<file path="src/rtl/mem_rd_arbiter.sv">
// mem_rd_arbiter: arbitrates icache/dcache reads onto one memory read port, one transaction at a time.
// Define ARB_RR_EN for round-robin grant; otherwise dcache has fixed priority.
module mem_rd_arbiter #(
    parameter int LINE_BEATS = 4
) (
    input  logic        aclk,
    input  logic        aresetn,
    input  logic        ic_rd_req,
    input  logic [2:0]  ic_rd_type,
    input  logic [31:0] ic_rd_addr,
    output logic        ic_rd_rdy,
    output logic        ic_ret_valid,
    output logic        ic_ret_last,
    input  logic        dc_rd_req,
    input  logic [2:0]  dc_rd_type,
    input  logic [31:0] dc_rd_addr,
    output logic        dc_rd_rdy,
    output logic        dc_ret_valid,
    output logic        dc_ret_last,
    output logic [31:0] ret_data,
    output logic        mem_rd_req,
    output logic [2:0]  mem_rd_type,
    output logic [31:0] mem_rd_addr,
    input  logic        mem_rd_rdy,
    input  logic        mem_ret_valid,
    input  logic        mem_ret_last,
    input  logic [31:0] mem_ret_data,
    output logic        proto_err
);
    localparam logic [2:0] LINE_CNT = 3'(LINE_BEATS);
    typedef enum logic [2:0] {IDLE = 3'b001, REQ = 3'b010, RESP = 3'b100} state_t;
    state_t      state;
    logic        owner_dc;
    logic [2:0]  type_q;
    logic [31:0] addr_q;
    logic [2:0]  cnt;
    logic        grant_dc;
    logic        in_resp;
    logic [2:0]  exp_beats;
`ifdef ARB_RR_EN
    logic        last_dc;
    assign grant_dc = dc_rd_req & (~ic_rd_req | ~last_dc);
`else
    assign grant_dc = dc_rd_req;
`endif
    assign in_resp   = state == RESP;
    assign exp_beats = (type_q == 3'b100) ? LINE_CNT : 3'd1;
    // Grant handshake, request forwarding and zero-latency return routing to the owner
    always_comb begin
        ic_rd_rdy    = (state == IDLE) & ic_rd_req & ~grant_dc;
        dc_rd_rdy    = (state == IDLE) & grant_dc;
        mem_rd_req   = state == REQ;
        mem_rd_type  = type_q;
        mem_rd_addr  = addr_q;
        ic_ret_valid = in_resp & ~owner_dc & mem_ret_valid;
        dc_ret_valid = in_resp & owner_dc & mem_ret_valid;
        ic_ret_last  = ic_ret_valid & mem_ret_last;
        dc_ret_last  = dc_ret_valid & mem_ret_last;
        ret_data     = mem_ret_data;
    end
    // Transaction FSM: capture on accept, hold request until taken, count beats and flag bad lengths
    always_ff @(posedge aclk) begin
        if (!aresetn) begin
            state     <= IDLE;
            owner_dc  <= 1'b0;
            type_q    <= 3'd0;
            addr_q    <= 32'd0;
            cnt       <= 3'd0;
            proto_err <= 1'b0;
`ifdef ARB_RR_EN
            last_dc   <= 1'b0;
`endif
        end else begin
            case (state)
                IDLE: if (ic_rd_rdy | dc_rd_rdy) begin
                    owner_dc <= grant_dc;
                    type_q   <= grant_dc ? dc_rd_type : ic_rd_type;
                    addr_q   <= grant_dc ? dc_rd_addr : ic_rd_addr;
                    cnt      <= 3'd0;
                    state    <= REQ;
`ifdef ARB_RR_EN
                    last_dc  <= grant_dc;
`endif
                end
                REQ: if (mem_rd_rdy) state <= RESP;
                RESP: if (mem_ret_valid) begin
                    cnt <= cnt + 3'd1;
                    if (mem_ret_last) begin
                        state <= IDLE;
                        if (cnt + 3'd1 != exp_beats) proto_err <= 1'b1;
                    end
                end
                default: state <= IDLE;
            endcase
        end
    end
endmodule

</file>
<file path="config.mk">
export PLATFORM = sky130hd
export DESIGN_NAME = mem_rd_arbiter
export DESIGN_NICKNAME = d
export VERILOG_FILES = /design/src/rtl/mem_rd_arbiter.sv
export SDC_FILE = /design/constraint.sdc
export NUM_CORES = 1
export LEC_CHECK = 0
export CAP_MARGIN = 10
export CORE_MARGIN = 2
export CORE_UTILIZATION = 35
export CTS_BUF_LIST = sky130_fd_sc_hd__clkbuf_2
export DETAILED_ROUTE_END_ITERATION = 12
export PLACE_DENSITY = 0.88
export SYNTH_ARGS = -nofsm -noshare
export SYNTH_HDL_FRONTEND = slang
export SYNTH_SLANG_ARGS = --single-unit
export TNS_END_PERCENT = 1
</file>
<file path="constraint.sdc">
create_clock -name aclk -period 1.7 [get_ports aclk]
set_input_delay 0.255 -clock aclk [delete_from_list [all_inputs] [get_ports aclk]]
set_output_delay 0.255 -clock aclk [all_outputs]
set_load 0.05 [all_outputs]
</file>
==> results.toml <==
[place]
dp_hpwl_um = 4594
place.gp.congestion = 0.8031
io_buffer_count = 119
placement.setup.worst_slack_ps = -3.780
placed_cells_incl_taps = 403

[clocking]
tritoncts = "yes"
cts_root_buffer = "sky130_fd_sc_hd__clkbuf_2"
clk_path_buf_depth = 2
clk_transition_reported_paths_ps = 210
htreeDepth = 2
clock_sinks = 43
clk-insertion-delay-late_ps = 380
number_of_clock_buffers_inserted_by_tritoncts = 5

[synthesis]
post_synth_num_cell_types = 32
post_synth_instance_area_um2 = 2432
synthesis.nets = 358
synth-seq-area-share = 0.3539
post-synth-top-count-cell = "sky130_fd_sc_hd__nor2_1"
fraction_of_registers_with_async_set_reset = 0
synth_warnings = 0
count_of_flip_flops_with_a_built_in_enable_after_synthesis = 0
synth_top_area_frac = 0.3539
synth-seq-cells = 43
synthTopCellsByArea = "sky130_fd_sc_hd__dfxtp_1, sky130_fd_sc_hd__a211oi_2, sky130_fd_sc_hd__mux2i_1"
synth_largest_area_cell = "sky130_fd_sc_hd__dfxtp_1"
synth_commonest_cells = "sky130_fd_sc_hd__nor2_1, sky130_fd_sc_hd__dfxtp_1, sky130_fd_sc_hd__buf_4"
postSynthAreaPerCell_um2 = 9.808
synth_top_flop_cell = "sky130_fd_sc_hd__dfxtp_1"
synthesis.instances = 248

[sta]
tightest_slew_ps = 298.4
timing.setup.tns_ps = -455.7
finalHoldViolations = 0
rsz0062_at_grt = "yes"
setup_viol = 5
finalCritPeriodShare = 1.072
worst_slack_ps = -123.1
max_clock_freq_mhz = 548.5
relSlewSlack = 0.8011
slew_viol_final = 0
clock-skew-final_ps = 13.30
finalCriticalPeriod_ps = 1823

[pwr]
peak_supply_drop_uv = 464.8
cellPowerDensity_nw_per_um2 = 855.5
total_leakage_power_uw = 0.001463

[worst_hold_path]
min-delay-path-class = "in -> reg"

[global_routing]
grt_use_total = 0.1546
grt_antenna_before_repair = 0
global_route.overflow_total = 0
grt_start_max_net_pins = 39
global_route_wire_length_before_repair_um = 9411
first_global_vias = 2076

[layout]
layout_area_overhead_pct = 45.37
final.fill_count = 592
nets = 444
post_layout_nonfiller_instances = 415
layout-drive-gt1-share = 0.3194
n_antenna_cell = 0

[routing]
detailedRoute.firstIterationViolations = 25
vias = 2063
wl_um = 6021
route.detailed.wl_per_inst_um = 14.51
first_pass_iters = 4
drt_drc_violations_left = 0
ant_nets = 0
avgViaCountPerCell = 4.971

[floorplan]
die_area_um2 = 7633
die_h_um = 87.37
floorplan.rows = 30
die_width_um = 87.37
floorplan.initialDensity = 0.3600
placeableCoreArea_um2 = 6756
i_o_pin_count = 184

[critical_path]
worst_setup_path_start_kind = "flip-flop"
crit_arrival_ps = 1570
crit_path_end_kind = "primary output"
path_class = "reg -> out"
worstPathMaxFanout = 4
timing.critical_path.required_ps = 1440

[status]
failed_checks = "setup timing"
outcome = "finished with violations"

[job]
maxcap_violations = 0
[what timing repair did]
item	CTS	global route
setup endpoints to repair	7	7
resized for setup	13	0
buffers inserted	4	0
cloned	0	0
hold buffers	0	0
[metrics by stage]
stage	instance area (um^2)	util	power, uW	hold WS [ps]
5_1_grt	3536	0.5233	3213	429.3
3_5_place_dp	3431	0.5078	2626	508.5
4_1_cts	3536	0.5233	3080	404.9
6_report	3536	0.5233	3025	443.1
2_1_floorplan	2435	-	2359	331.2
3_3_place_gp	3431	0.5078	2590	473.1
[worst max-delay path, stage by stage (launching register included)]
cell and delay, ps:
sky130_fd_sc_hd__dfxtp_4 410, sky130_fd_sc_hd__nor3b_4 250, sky130_fd_sc_hd__and3_4 230, sky130_fd_sc_hd__nor2b_4 160, sky130_fd_sc_hd__buf_12 140
[metal layers]
layer	track usage	vias to the layer above	routed length, um
li1	-	1009	-
met1	0.1616	942	2315
met2	0.2927	99	3020
met3	0.05118	13	588
met4	0.04056	0	97
met5	0	-	0
[layout by cell type, fill, tap and decap left out, drive strengths merged, types with 3 or more instances in the layout]
cell	Yosys	routed
mux2i	35	35
a21oi	6	6
nor2	44	44
a211oi	36	36
clkdlybuf4s50	0	75
o21ai	4	4
nand2	5	5
nand2b	3	3
clkbuf	3	6
dfxtp	43	43
buf	47	54
[power by group]
group          switching, uW  total, uW  internal (uW)
clock network            317        417           99.4
logic                    832       1390            562
registers               77.1       1210           1140
total                   1230       3020           1800
[area by class of cell]
| type | count | area (um^2) | area share |
|---|---|---|---|
| tap | 80 | 100.1 | 0.02831 |
| clock buffer | 6 | 30.03 | 0.008493 |
| inverter | 1 | 3.754 | 0.001062 |
| clock inverter | 2 | 7.507 | 0.002123 |
| sequential | 43 | 872.1 | 0.2466 |
| multi-input combinational | 154 | 1231 | 0.3482 |
| timing repair buffer | 129 | 1291 | 0.3652 |
[state kept, by name, indices dropped and copies added (netlist names)]
name and cells:
mem_rd_type 3, cnt 3, proto_err 1, owner_dc 1, state 3, mem_rd_addr 32
[cells by family (layout without fill, tap and decap cells)]
group,Yosys count,after routing,synth area share
AND/OR/NAND/NOR,67,67,0.1281
AO/OA/AOI/OAI,50,50,0.2130
flip-flops,43,43,0.3539
XOR/XNOR,1,1,0.003601
buffers and inverters,51,138,0.1523
multiplexers,35,35,0.1440
adder cells (fa/ha/maj),1,1,0.005143
[final timing paths]
| check | from | endpoint | slack, ps | cells after the start |
|---|---|---|---|---|
| worst max-delay path | state[0]$_SDFFE_PN1P_ | ic_ret_last | -120 | 4 |
| worst max register to register | state[1]$_SDFFE_PN0P_ | mem_rd_addr[31]$_SDFFE_PN0P_ | 180 | 5 |
| worst min register to register | mem_rd_addr[1]$_SDFFE_PN0P_ | mem_rd_addr[1]$_SDFFE_PN0P_ | 520 | 2 |
| worst min-delay path | aresetn | state[0]$_SDFFE_PN1P_ | 440 | 2 |
Power figures use the tool's default switching activity.
